<file path="src/rtl/aes_pkg.sv">
// Shared types for the AES stage-0 front end.
//   aes_pack_state_e  : input packer gather FSM states
//   AES_BLK_W         : AES state / key width
//   aes_stage0_beat_t : one stage-0 input beat, {key, pt}
package aes_pkg;

    localparam int AES_BLK_W = 128;

    typedef enum logic [2:0] {
        PT0,
        PT1,
        K0,
        K1,
        FULL
    } aes_pack_state_e;

    typedef struct packed {
        logic [AES_BLK_W-1:0] key;
        logic [AES_BLK_W-1:0] pt;
    } aes_stage0_beat_t;

endpackage

</file>
<file path="src/rtl/aes_beat_reg.sv">
// Single-entry valid/ready output register. It holds its data while stalled
// and can take a new beat in the same cycle the current one drains, so it
// sustains one beat per cycle.
//   clk, rst_n           : clock, async active-low reset
//   in_valid/in_ready    : load side
//   in_data [W]          : beat to load
//   out_valid/out_ready  : drain side
//   out_data [W]         : registered beat, stable while stalled
module aes_beat_reg
    import aes_pkg::*;
#(
    parameter int W = 2 * AES_BLK_W
) (
    input  logic         clk,
    input  logic         rst_n,
    input  logic         in_valid,
    output logic         in_ready,
    input  logic [W-1:0] in_data,
    output logic         out_valid,
    input  logic         out_ready,
    output logic [W-1:0] out_data
);

    logic         valid_q, valid_d;
    logic [W-1:0] data_q, data_d;
    logic         load;

    // Empty, or the held beat leaves this cycle.
    assign in_ready = !valid_q || out_ready;
    assign load     = in_valid && in_ready;

    always_comb begin
        valid_d = valid_q;
        data_d  = data_q;
        if (load) begin
            valid_d = 1'b1;
            data_d  = in_data;
        end else if (out_ready) begin
            valid_d = 1'b0;
        end
    end

    always_ff @(posedge clk or negedge rst_n) begin
        if (!rst_n) begin
            valid_q <= 1'b0;
            data_q  <= '0;
        end else begin
            valid_q <= valid_d;
            data_q  <= data_d;
        end
    end

    assign out_valid = valid_q;
    assign out_data  = data_q;

endmodule

</file>
<file path="src/rtl/aes_input_packer.sv">
// Gathers 64-bit words from the consumer FIFO into one 256-bit AES stage-0
// beat {key, plaintext}. Word order PT0, PT1, K0, K1 (low half first).
// In sticky-key mode the key is kept and later blocks need only PT0/PT1.
// A completed block goes straight into the output register when it can take
// it; otherwise it waits in FULL, which is the only state stalling input.
//   clk, rst_n          : clock, async active-low reset
//   in_valid/in_ready   : upstream word handshake, in_data [WORD_W]
//   key_sticky          : retain key after K1 completion
//   key_flush           : pulse, drop held key
//   out_valid/out_ready : stage-0 beat handshake, out_data [2*BLK_W]
//   blocks_out [CNT_W]  : beats accepted by stage 0 (wraps)
//   busy                : partial block held or beat pending
module aes_input_packer
    import aes_pkg::*;
#(
    parameter int WORD_W = 64,
    parameter int BLK_W  = 2 * WORD_W,
    parameter int CNT_W  = 32
) (
    input  logic               clk,
    input  logic               rst_n,
    input  logic               in_valid,
    output logic               in_ready,
    input  logic [WORD_W-1:0]  in_data,
    input  logic               key_sticky,
    input  logic               key_flush,
    output logic               out_valid,
    input  logic               out_ready,
    output logic [2*BLK_W-1:0] out_data,
    output logic [CNT_W-1:0]   blocks_out,
    output logic               busy
);

    aes_pack_state_e  state_q, state_d;
    logic [BLK_W-1:0] pt_q, pt_d;
    logic [BLK_W-1:0] key_q, key_d;
    logic             key_held_q, key_held_d;
    logic             flush_pend_q, flush_pend_d;
    logic             alive_q;
    logic [CNT_W-1:0] cnt_q, cnt_d;

    logic             xfer;
    logic             complete;
    logic             beat_vld, beat_rdy;
    aes_stage0_beat_t beat;

    // alive_q keeps in_ready low while reset is asserted.
    assign in_ready = alive_q && (state_q != FULL);
    assign xfer     = in_valid && in_ready;

    always_comb begin
        state_d      = state_q;
        pt_d         = pt_q;
        key_d        = key_q;
        key_held_d   = key_held_q;
        flush_pend_d = flush_pend_q;
        complete     = 1'b0;

        if (key_flush) key_held_d = 1'b0;

        case (state_q)
            PT0: if (xfer) begin
                pt_d[WORD_W-1:0] = in_data;
                state_d          = PT1;
            end
            PT1: if (xfer) begin
                pt_d[BLK_W-1:WORD_W] = in_data;
                // A coincident flush forces a fresh key.
                if (key_held_q && !key_flush) complete = 1'b1;
                else                          state_d  = K0;
            end
            K0: begin
                // Flush during key gather: the incoming key is used for this
                // block but not retained afterwards.
                if (key_flush) flush_pend_d = 1'b1;
                if (xfer) begin
                    key_d[WORD_W-1:0] = in_data;
                    state_d           = K1;
                end
            end
            K1: begin
                if (key_flush) flush_pend_d = 1'b1;
                if (xfer) begin
                    key_d[BLK_W-1:WORD_W] = in_data;
                    complete              = 1'b1;
                    key_held_d            = key_sticky && !key_flush && !flush_pend_q;
                    flush_pend_d          = 1'b0;
                end
            end
            FULL: ;
            default: state_d = PT0;
        endcase

        // Completed (this cycle or earlier) block heads for the output register.
        beat_vld = complete || (state_q == FULL);
        if (beat_vld) state_d = beat_rdy ? PT0 : FULL;

        cnt_d = cnt_q;
        if (out_valid && out_ready) cnt_d = cnt_q + 1'b1;
    end

    // Built from the next-state buffers so the last word bypasses into the beat.
    always_comb begin
        beat     = '0;
        beat.key = key_d;
        beat.pt  = pt_d;
    end

    always_ff @(posedge clk or negedge rst_n) begin
        if (!rst_n) begin
            state_q      <= PT0;
            pt_q         <= '0;
            key_q        <= '0;
            key_held_q   <= 1'b0;
            flush_pend_q <= 1'b0;
            alive_q      <= 1'b0;
            cnt_q        <= '0;
        end else begin
            state_q      <= state_d;
            pt_q         <= pt_d;
            key_q        <= key_d;
            key_held_q   <= key_held_d;
            flush_pend_q <= flush_pend_d;
            alive_q      <= 1'b1;
            cnt_q        <= cnt_d;
        end
    end

    aes_beat_reg #(.W(2 * BLK_W)) u_beat_reg (
        .clk       (clk),
        .rst_n     (rst_n),
        .in_valid  (beat_vld),
        .in_ready  (beat_rdy),
        .in_data   (beat),
        .out_valid (out_valid),
        .out_ready (out_ready),
        .out_data  (out_data)
    );

    assign blocks_out = cnt_q;
    assign busy       = (state_q != PT0) || out_valid;

endmodule

</file>
<file path="config.mk">
export PLATFORM = sky130hd
export DESIGN_NAME = aes_input_packer
export DESIGN_NICKNAME = d
export VERILOG_FILES = /design/src/rtl/aes_pkg.sv /design/src/rtl/aes_beat_reg.sv /design/src/rtl/aes_input_packer.sv
export SDC_FILE = /design/constraint.sdc
export NUM_CORES = 1
export LEC_CHECK = 0
export ABC_AREA = 1
export CAP_MARGIN = 40
export CORE_MARGIN = 3
export CORE_UTILIZATION = 57
export DETAILED_ROUTE_END_ITERATION = 6
export GPL_ROUTABILITY_DRIVEN = 0
export PLACE_DENSITY = 0.84
export RECOVER_POWER = 50
export SLEW_MARGIN = 40
export SYNTH_ARGS = -nofsm -noshare
export SYNTH_HDL_FRONTEND = slang
export SYNTH_SLANG_ARGS = --single-unit
</file>
<file path="constraint.sdc">
create_clock -name clk -period 4.5 [get_ports clk]
set_input_delay 0.675 -clock clk [delete_from_list [all_inputs] [get_ports clk]]
set_output_delay 0.675 -clock clk [all_outputs]
set_load 0.02 [all_outputs]
</file>
==> flow_metrics.env <==
export IMPL_status="complete, but fails checks"
export IMPL_violated_checks="capacitance limit, slew limit"
export IMPL_post_cts_setup_repair_bufs=0
export IMPL_drv_max_cap_violation_count=2
export IMPL_initial_core_util=0.579
export IMPL_total_nets_after_synthesis=2581
export IMPL_timing_worst_slew_pin_value_ps=1650
export IMPL_detailroute_via_count=18300
export IMPL_grt_pass1_vias=18600
export IMPL_insertion_delay_ps=600
export IMPL_synth_area_mm2=0.0218
export IMPL_max_freq_mhz=287
export IMPL_num_io_pins=361
export IMPL_dp_hpwl_um=38700
export IMPL_die_area_mm2=0.0407
export IMPL_synthCells=2510
export IMPL_die_height_um=202
export IMPL_setup_crit_end_kind="register"
export IMPL_wire_per_inst_um=18.1
export IMPL_globalRoute_totalOverflow=0
export IMPL_critPathArrivalTime_ps=3940
export IMPL_cts_made_buffers=53
export IMPL_final_total_power_uw=19100
export IMPL_core_mm2=0.0377
export IMPL_setup_viol_count_final=0
export IMPL_synth_seq_area_share=0.632
export IMPL_clock_skew_final_ps=20.7
export IMPL_yosys_warnings=0
export IMPL_fillCellCount=2679
export IMPL_dr_first_iter_drc_count=1618
export IMPL_antenna_found_initial=2
export IMPL_rows=71
export IMPL_power_leakage_uw=0.0139
export IMPL_vdd_drop_max_mv=0.464
export IMPL_layout_cells_non_filler=3380
export IMPL_clock_tree_buffer_depth=3
export IMPL_clock_tree_from_tritoncts="yes"
export IMPL_cts_htree_levels=2
export IMPL_root_buffer="clkbuf_16"
export IMPL_final_period_utilization=0.775
export IMPL_final_hold_violation_count=0
export IMPL_power_density_cell_area_mw_per_mm2=693
export IMPL_drt_drc_violations_left=0
export IMPL_critical_path_startpoint_type="input pin"
export IMPL_place_port_buffers=360
export IMPL_multiInputGateArea_mm2=0.00685
export IMPL_setup_repair_after_global_routing_missed_its_margin="false"
export IMPL_worst_path_max_fanout=61
export IMPL_synth_distinct_cells=24
export IMPL_route_final_wire_length_um=61100
export IMPL_cts_sinks=551
export IMPL_cts_clk_slew_worst_paths_ps=60
export IMPL_layout_area_seq_mm2=0.0138
export IMPL_synthesis_area_per_instance_um2=8.70
export IMPL_areaGrowthSynthToFinish_pct=26.3
export IMPL_timing_worst_setup_path_type="input pin to register"
export IMPL_dp_cells=3277
export IMPL_synthDominantCellAreaShare=0.632
export IMPL_post_dp_cell_area_mm2=0.0259
export IMPL_synth_largest_area_cell="dfrtp_1"
export IMPL_share_of_final_layout_standard_cells_stronger_than_drive_strength_1=0.0443
export IMPL_grt_pass1_wl_um=99800
export IMPL_fin_tns_setup_ps=0
export IMPL_final_cell_area_mm2=0.0276
export IMPL_drt_pass1_iterations=5
export IMPL_finalNetCount=2894
export IMPL_die_x_um=202
export IMPL_data_required_time_at_the_worst_endpoint_ps=4950
export IMPL_timing_final_crit_period_ps=3490
export IMPL_drv_slew=97
export IMPL_vias_cell=5.40
export IMPL_grt_start_max_net_pins=119
export IMPL_grt_usage=0.305
export IMPL_timing_slew_headroom=-0.101
export IMPL_drtAntennaViolNets=0
export IMPL_leading_cell_types_by_total_area_after_synthesis="dfrtp_1 (63%), nand2_1 (21%), o21ai_0 (5.9%), inv_1 (2.8%), o21ai_1 (1.5%)"
export IMPL_ys_ff_latch=551
export IMPL_worst_min_delay_path_class="register to register"
per-stage QoR:
step | worst slack (ps) | util | hold slack (ps)
6_report | 1010 | 0.732 | 477
5_1_grt | 811 | 0.732 | 499
4_1_cts | 1700 | 0.732 | 171
3_5_place_dp | 1340 | 0.687 | 464
3_3_place_gp | 1410 | 0.687 | 459
2_1_floorplan | 2780 | - | 379
logic make-up (layout without fill, tap and decap cells):
| logic type | count (synthesis) | count (layout) | synth area share |
|---|---|---|---|
| and+or+nand+nor | 1320 | 1320 | 0.231 |
| DFF | 551 | 551 | 0.632 |
| AOI/OAI and AO/OA | 324 | 324 | 0.0743 |
| buffers and inverters | 295 | 652 | 0.0550 |
| xor gates and xnor gates | 18 | 18 | 0.00722 |
| adders and majority gates | 1 | 1 | 0.000573 |
| other | 1 | 3 | 0.000172 |
Yosys cell counts (all sizes together):
library cell / number
ha: 1
buf: 67
inv: 163
o21ai: 322
conb: 1
nand4: 9
a21oi: 2
nor3: 3
xnor2: 8
dfrtp: 551
nand3b: 3
nand3: 13
nand2: 1225
clkbuf: 65
xor2: 10
nor2: 67
worst max-delay path, stage by stage:
cell and delay [ps]:
dlygate4sd3_1 570, nand3_1 750, o21ai_0 710, nand2_4 520
buf_4 480, nand2_1 120, o21ai_1 70
path summary, 6_finish.rpt:
check	start	endpoint	slack [ps]	depth (start not counted)
worst max register to register	state_q[0]	u_beat_reg.out_data[58]	1070	8
worst max-delay path	in_valid	u_beat_reg.out_data[58]	1010	7
worst min-delay path	u_beat_reg.out_data[111]	u_beat_reg.out_data[111]	480	2
worst min register to register	u_beat_reg.out_data[111]	u_beat_reg.out_data[111]	480	2
max in group asynchronous	rst_n	u_beat_reg.out_data[14]	1850	4
min in group asynchronous	rst_n	blocks_out[23]	580	2
power by group:
| group | leakage [uW] | total [uW] | switching (uW) | internal (uW) |
|---|---|---|---|---|
| Sequential | 0.00686 | 8100 | 1040 | 7060 |
| Clock | 0.000852 | 4350 | 1900 | 2450 |
| Combinational | 0.00623 | 6640 | 3980 | 2660 |
sequential cells by signal, summed over array words and instances, names as in the netlist:
name,count
alive_q,1
blocks_out,32
flush_pend_q,1
key_held_q,1
key_q,128
pt_q,128
state_q,3
u_beat_reg.out_data,256
u_beat_reg.out_valid,1
cell type report:
cell class,count,share of cell area
clock inverter,18,0.00372
sequential,551,0.500
timing repair buffer,390,0.144
antenna,2,0.000182
tap,511,0.0232
inverter,163,0.0222
multi-input combinational,1664,0.249
clock buffer,81,0.0581
layout by cell type, fill, tap and decap left out, types with 10 or more instances in the layout:
| master | n |
|---|---|
| clkbuf_16 | 53 |
| buf_4 | 13 |
| clkbuf_1 | 14 |
| dlygate4sd3_1 | 39 |
| nand3_1 | 13 |
| inv_1 | 161 |
| dfrtp_1 | 551 |
| nand2_1 | 1220 |
| o21ai_1 | 64 |
| clkdlybuf4s50_1 | 321 |
| buf_12 | 10 |
| o21ai_0 | 258 |
| clkbuf_8 | 17 |
| xor2_1 | 10 |
| clkinv_2 | 14 |
| nor2_1 | 62 |
routing by layer:
| metal | track usage | vias to the layer above | part of all wire |
|---|---|---|---|
| met4 | 0.110 | 0 | 0.032 |
| met2 | 0.489 | 814 | 0.48 |
| met1 | 0.421 | 8934 | 0.41 |
| met5 | 0 | - | 0 |
| met3 | 0.0589 | 129 | 0.081 |
| li1 | - | 8374 | - |
timing repair:
action                                 4_1_cts  5_1_grt
endpoints found under the hold margin        0        5
setup endpoints to repair                    0        0
hold buffers                                 0        1
resized for setup                            0        0
(Power assumes the default switching activity.)
